**config.mk**
```make
export PLATFORM = sky130hd
export DESIGN_NAME = decode_regfile
export DESIGN_NICKNAME = d
export VERILOG_FILES = /design/src/rtl/y86_pkg.sv /design/src/rtl/y86_reg_sel.sv /design/src/rtl/decode_regfile.sv
export SDC_FILE = /design/constraint.sdc
export NUM_CORES = 2
export LEC_CHECK = 0
export CAP_MARGIN = 0
export CORE_AREA = 2 2 487 489
export DETAILED_ROUTE_END_ITERATION = 8
export DIE_AREA = 0 0 489 491
export HOLD_SLACK_MARGIN = 0.06
export SLEW_MARGIN = 10
export SYNTH_ARGS = -nofsm -noshare
export SYNTH_HDL_FRONTEND = slang
export SYNTH_SLANG_ARGS = --single-unit
```
**constraint.sdc**
```tcl
create_clock -name clk -period 9.7 [get_ports clk]
set_input_delay 0.97 -clock clk [delete_from_list [all_inputs] [get_ports clk]]
set_output_delay 0.97 -clock clk [all_outputs]
set_load 0.01 [all_outputs]
```
**src/rtl/y86_pkg.sv**
```systemverilog
// y86_pkg: shared Y86-64 instruction codes and register IDs
package y86_pkg;
  localparam logic [3:0] IHALT = 4'h0, INOP = 4'h1, ICMOVXX = 4'h2, IIRMOVQ = 4'h3;
  localparam logic [3:0] IRMMOVQ = 4'h4, IMRMOVQ = 4'h5, IOPQ = 4'h6, IJXX = 4'h7;
  localparam logic [3:0] ICALL = 4'h8, IRET = 4'h9, IPUSHQ = 4'hA, IPOPQ = 4'hB;
  localparam logic [3:0] RRSP = 4'h4, RNONE = 4'hF;
endpackage

```
**src/rtl/y86_reg_sel.sv**
```systemverilog
// y86_reg_sel: maps icode/rA/rB/cnd to source and destination register IDs
module y86_reg_sel
  import y86_pkg::*;
(
  input  logic [3:0] icode,
  input  logic [3:0] rA,
  input  logic [3:0] rB,
  input  logic       cnd,
  output logic [3:0] srcA,
  output logic [3:0] srcB,
  output logic [3:0] dstE,
  output logic [3:0] dstM
);
  always_comb begin
    srcA = (icode inside {ICMOVXX, IRMMOVQ, IOPQ, IPUSHQ}) ? rA :
           (icode inside {IRET, IPOPQ}) ? RRSP : RNONE;
    srcB = (icode inside {IRMMOVQ, IMRMOVQ, IOPQ}) ? rB :
           (icode inside {ICALL, IRET, IPUSHQ, IPOPQ}) ? RRSP : RNONE;
    dstE = (icode inside {IIRMOVQ, IOPQ}) ? rB :
           (icode == ICMOVXX) ? (cnd ? rB : RNONE) :
           (icode inside {ICALL, IRET, IPUSHQ, IPOPQ}) ? RRSP : RNONE;
    dstM = (icode inside {IMRMOVQ, IPOPQ}) ? rA : RNONE;
  end
endmodule

```
**src/rtl/decode_regfile.sv**
```systemverilog
// decode_regfile: Y86-64 SEQ register file with decode read ports and writeback commit
module decode_regfile
  import y86_pkg::*;
#(
  parameter logic [63:0] RSP_INIT = 64'd0
) (
  input  logic        clk,
  input  logic        reset,
  input  logic [3:0]  icode,
  input  logic [3:0]  rA,
  input  logic [3:0]  rB,
  input  logic        cnd,
  input  logic [63:0] ValE,
  input  logic [63:0] ValM,
  input  logic        wb_en,
  output logic [63:0] ValA,
  output logic [63:0] ValB,
  output logic [3:0]  srcA,
  output logic [3:0]  srcB,
  output logic [3:0]  dstE,
  output logic [3:0]  dstM,
  output logic [63:0] reg0,
  output logic [63:0] reg1,
  output logic [63:0] reg2,
  output logic [63:0] reg3,
  output logic [63:0] reg4,
  output logic [63:0] reg5,
  output logic [63:0] reg6,
  output logic [63:0] reg7,
  output logic [63:0] reg8,
  output logic [63:0] reg9,
  output logic [63:0] reg10,
  output logic [63:0] reg11,
  output logic [63:0] reg12,
  output logic [63:0] reg13,
  output logic [63:0] reg14
);
  logic [63:0] rf [15];
  y86_reg_sel u_sel (
    .icode(icode),
    .rA(rA),
    .rB(rB),
    .cnd(cnd),
    .srcA(srcA),
    .srcB(srcB),
    .dstE(dstE),
    .dstM(dstM)
  );
  assign ValA = (srcA == RNONE) ? 64'd0 : rf[srcA];
  assign ValB = (srcB == RNONE) ? 64'd0 : rf[srcB];
  // M write follows E so it wins when both target the same register (popq %rsp)
  always_ff @(posedge clk) begin
    if (reset) begin
      for (int i = 0; i < 15; i++) rf[i] <= (i == 4) ? RSP_INIT : 64'd0;
    end else if (wb_en) begin
      if (dstE != RNONE) rf[dstE] <= ValE;
      if (dstM != RNONE) rf[dstM] <= ValM;
    end
  end
  assign reg0  = rf[0];
  assign reg1  = rf[1];
  assign reg2  = rf[2];
  assign reg3  = rf[3];
  assign reg4  = rf[4];
  assign reg5  = rf[5];
  assign reg6  = rf[6];
  assign reg7  = rf[7];
  assign reg8  = rf[8];
  assign reg9  = rf[9];
  assign reg10 = rf[10];
  assign reg11 = rf[11];
  assign reg12 = rf[12];
  assign reg13 = rf[13];
  assign reg14 = rf[14];
endmodule

```
* Word level (Yosys, flattened, before mapping) *
Memory sizes are Yosys's and may differ from the RTL's.
Index checks and enable logic that the tools add are counted.

operators by class
  add/subtract/negate cells = 0
  $mul = 0
  divide/modulo/power cells = 0
  $lt $le $gt $ge = 0
  equal/unequal tests = 13
  shift operators = 0
  multiplexer cells = 26
  bitwise operators = 0
  reductions and logical operators = 8

operators with widths
  kind                                                                    count
  64-bit 2-to-1 mux                                                       4
  64-bit OR reduction                                                     2
  4-bit 2-to-1 mux                                                        10
  4-bit equality test (second input constant)                             6
  4-bit by 3-bit equality test with 1-bit output (second input constant)  3
  1-bit 2-to-1 mux                                                        12
  4-bit by 2-bit equality test with 1-bit output (second input constant)  2
  4-bit != test (second input constant)                                   2
  4-bit nonzero test                                                      2
  2-bit nonzero test                                                      3
  3-bit nonzero test                                                      1

storage, ports and cells
  register bits after elaboration = 0
  latch bits = 0
  memory bits (writable) = 960
  memory bits (read-only) = 0
  input port bits = 144
  word-level logic and storage cells = 48
  memories = 1

memory list
  name  words  bits a word  rd ports  clocked after memory_dff  write ports  line                  text
  rf    15     64           17        0                         15           decode_regfile.sv:38  logic [63:0] rf [15];

* Depth between registers and ports, before layout *
  depth in word-level cells = 12
  gate-level depth with buffers = 12

* Cells and area by module *
A second synthesis with hierarchy kept.

second synthesis, totals
  cells, all modules = 3,883
  area total of the unflattened synthesis = 54,194.5 µm²

by module, submodules not included
  module          times used  cells an instance  area each (µm²)
  decode_regfile  1           3,837              53,931.7
  y86_reg_sel     1           46                 262.8

* Worst setup path after synthesis *
No wires, ideal clock.

  path type = input-to-reg
  start = input icode[1]
  end = memory rf[9][0] (enable)
  library setup time = 0.574 ns
  data arrival time = 6.740 ns
  setup slack = 2.385 ns
  stages = 7
  buffers on the path = 2
  path through = buf_2 -> nor3b_2 -> o21ai_2 -> or3_1 -> buf_2 -> or3_4 -> o21ai_0

RTL lines
  what                line                  text
  start: declaration  decode_regfile.sv:9   input logic [3:0] icode,
  end: declaration    decode_regfile.sv:38

* Worst setup path in the final report *
  start = input icode[2]
  end = output ValB[0]

between the ends
  cells in the longest elaborated chain, start to end = 6
  elaborated cells on any way between the ends = 14
  those cells by class = eq/ne (8); mux (3); reduce/logical (2); memory (1)

ends and longest elaborated chain
  what                                                                   line                  text
  4-bit equality test                                                    y86_reg_sel.sv:18     (icode inside {ICALL, IRET, IPUSHQ, IPOPQ}) ? RRSP : RNONE;
  4-bit nonzero test                                                     y86_reg_sel.sv:18
  4-bit 2-to-1 mux                                                       y86_reg_sel.sv:18
  4-bit 2-to-1 mux *                                                     y86_reg_sel.sv:17     srcB = (icode inside {IRMMOVQ, IMRMOVQ, IOPQ}) ? rB :
  memory read 15 x 64 bit / 4-bit equality test (equally long branches)  -
  64-bit 2-to-1 mux *                                                    decode_regfile.sv:50  assign ValB = (srcB == RNONE) ? 64'd0 : rf[srcB];
  end: declaration                                                       decode_regfile.sv:17  output logic [63:0] ValB,

Every way passes the cells marked *; elsewhere a longest branch is shown, timed or not.

==> qor.txt <==
Router iterations before antenna repair = 7
Buf/Inv on CP = 4
Cts hold-fix bufs = 0
Layer with the highest usage = met2
FFs w/ async S/R, synth = 0%
Max stage delay cell, worst path = a221oi_1
Clock network fraction of design power = 37.1%
Post-route cell area = 0.0775 sq mm
IO buf count = 1247
Detail Route Antenna Nets = 0
Vias in the first global route = 56400
Max cap viols = 0
Core area = 0.235 sq mm
Most frequent cell after synthesis = edfxtp_1
Top Registers = rf (1024)
Slew Viols, Final = 0
P_leak = 0.0265 uW
Routability cong. = 0.950
DRC Markers = 0
Postcts setup bufs = 0
Die W = 489 microns
Clock root buffer = clkbuf_16
Period utilization = 76.5%
Die height = 491 microns
Rel. slew slack = 10.1%
EDFF count, synth = 1024
Seq cells post-synth = 1024
Vias = 59700
WS Path Type = input pin to output pin
Top_reg_cell synth = edfxtp_1
CP arrival = 6450 ps
H-tree Lvls = 3
CTS tree = yes
Area Overhead vs Synth = 33.0%
Status = complete, no violations
Final min period = 7420 ps
Sequential share of power = 42.1%
Rows = 178
Cell taking the most area after synthesis = edfxtp_1
Overflow after GRT = 0
Comb pwr share = 20.8%
Post-Syn Area per Cell = 10.9 sq um
Crit path max-delay family = compound AO/OA/AOI/OAI gates
Pint = 8970 uW
I/O pins = 1248
Final Hold Viols = 0
Most flop-heavy register = rf
Layout Nets = 6291
Clock buffer depth = 3
Post-Syn Area = 0.0583 sq mm
Die area = 0.240 sq mm
Leading cell types by total area after synthesis = edfxtp_1 (53%), a22o_1 (15%), nand2_1 (5.0%)
CTS sink count = 1024
Largest stage delay on the critical path = 1360 ps
CP Launch Type = input pin
Number of flip-flops in the largest register = 1024
Initial Util = 24.9%
Worst vdd ir = 170 uV
Fin Setup TNS = 0 ps
Switching pwr = 4120 uW
Num CTS Buffers = 121
Min-delay src = ValE[7]
PD cells = 169 mW/mm^2
GR Util met2 = 48.1%
Antenna violations before repair = 21
Distinct cell type count after synthesis = 63
Net Sw Frac = 31.5%
CP Capture Type = output pin
RSZ-0062 raised after global routing = false
Max frequency = 0.135 GHz
Register area share after synthesis = 52.7%
1st-iter DRT viols = 9439
Met1 usage = 35.6%
Post-synth top area share = 52.7%
HPWL after DPL = 260000 microns
Share of cells above drive strength 1 = 6.20%
WP data required = 8730 ps
Cell-by-cell trace of the critical path = clkdlybuf4s50_1 > nand2b_1 > o31ai_4 > buf_12 > buf_12 > a221oi_1 > o32a_1 > o21ai_0 > a22o_1 > clkdlybuf4s50_1
Final wirelength = 394000 microns
Slew at the pin closest to its max-slew limit = 1350 ps
Overall routing resource usage = 31.2%
WL/cell = 41.9 microns
Highest net fanout along the worst path = 114
Synth cell count leaders = edfxtp_1 (1024), a22o_1 (1023), nand2_1 (781)
Hold Path Depth = 1
Hold EP = rf[15][7]
Vias per std cell = 6.35
Final setup fails = 0
Cts repair resizes = 0
YS warnings = 0
Worst Hold Class = input pin to register
Cell Area, Placed = 0.0735 sq mm
Met3 Track Usage GR = 11.6%
First-pass GRT wire length = 518000 microns
Largest net degree at the start of global routing = 167
Clock slew at reported path FFs = 60 ps
Mapped Cells = 5339
## logic make-up (layout without fill, tap and decap cells)
kind of cell / Yosys count / in the layout / share of synthesized area, %
other: 1 / 71 / 0.00643
AOI/OAI and AO/OA: 2271 / 2271 / 30.2
buffers and inverters: 779 / 1622 / 5.57
DFF: 1024 / 1024 / 52.7
muxes: 255 / 255 / 4.38
and+or+nand+nor: 1009 / 1009 / 7.14
## through the flow
stage                     hold WS (ps)  util (%)  std cells  total power, uW  setup WS [ps]
after floorplan                   1140         -       5402             6570           2390
after global placement            1870      31.3       9173             8220           2900
after detailed placement          1860      31.3       9174             8240           2830
after CTS                         1090      33.1       9395            13000           2860
after global routing              1170      33.1       9398            13400           2440
final                             1210      33.1       9402            13100           2280
## layer usage
| layer | up-vias | wire length (microns) |
|---|---|---|
| li1 | 22900 | - |
| met1 | 29700 | 132000 |
| met2 | 5928 | 173000 |
| met3 | 1243 | 56400 |
| met4 | 12 | 32900 |
| met5 | - | 80 |
## layout make-up
| cell class | count | area, sq um |
|---|---|---|
| Antenna cell | 7 | 17.5 |
| Clock buffer | 151 | 3160 |
| Clock inverter | 70 | 911 |
| Fill cell | 23400 | 157000 |
| Inverter | 12 | 65.1 |
| Multi-Input combinational cell | 3599 | 25000 |
| Sequential cell | 1024 | 30700 |
| Tap cell | 3150 | 3940 |
| Timing Repair Buffer | 1389 | 13700 |
## placed cells by master, fill, tap and decap left out, types with 5 or more instances in the layout
| cell type | n |
|---|---|
| o21ai_4 | 6 |
| o21ai_1 | 8 |
| buf_12 | 15 |
| nand3_1 | 132 |
| nor2_1 | 18 |
| clkbuf_16 | 122 |
| a221oi_1 | 253 |
| bufinv_16 | 18 |
| o21ai_0 | 126 |
| a21oi_1 | 446 |
| buf_4 | 127 |
| clkbuf_1 | 29 |
| clkinv_2 | 10 |
| clkinv_1 | 23 |
| conb_1 | 64 |
| inv_6 | 6 |
| clkinvlp_4 | 5 |
| a22o_1 | 1023 |
| mux2i_1 | 255 |
| inv_1 | 7 |
| nand2b_1 | 6 |
| a22oi_1 | 189 |
| o32a_1 | 126 |
| clkdlybuf4s50_1 | 1246 |
| edfxtp_1 | 1024 |
| or3_4 | 14 |
| diode_2 | 7 |
| nor2_4 | 23 |
| nand2_1 | 779 |
| nor3_2 | 5 |
| a32oi_1 | 64 |
## power by group through the flow
stage	combinational (uW)	clock, uW	sequential, uW
floorplan	1040	0	5540
global placement	2640	0	5580
detailed placement	2660	0	5580
CTS	2670	4890	5490
global route	2810	5030	5520
finish	2730	4850	5510
## worst max path at each step
stage | start | to | slack [ps] | depth (start not counted)
2_1_floorplan | icode[1] | rf[9][0] | 2390 | 7
3_3_place_gp | icode[3] | ValB[0] | 2900 | 9
3_5_place_dp | icode[3] | ValB[0] | 2830 | 9
4_1_cts | icode[3] | ValB[0] | 2860 | 9
5_1_grt | icode[2] | ValB[0] | 2440 | 10
6_report | icode[2] | ValB[0] | 2280 | 10
No activity file was read; power rests on OpenSTA's default activity.
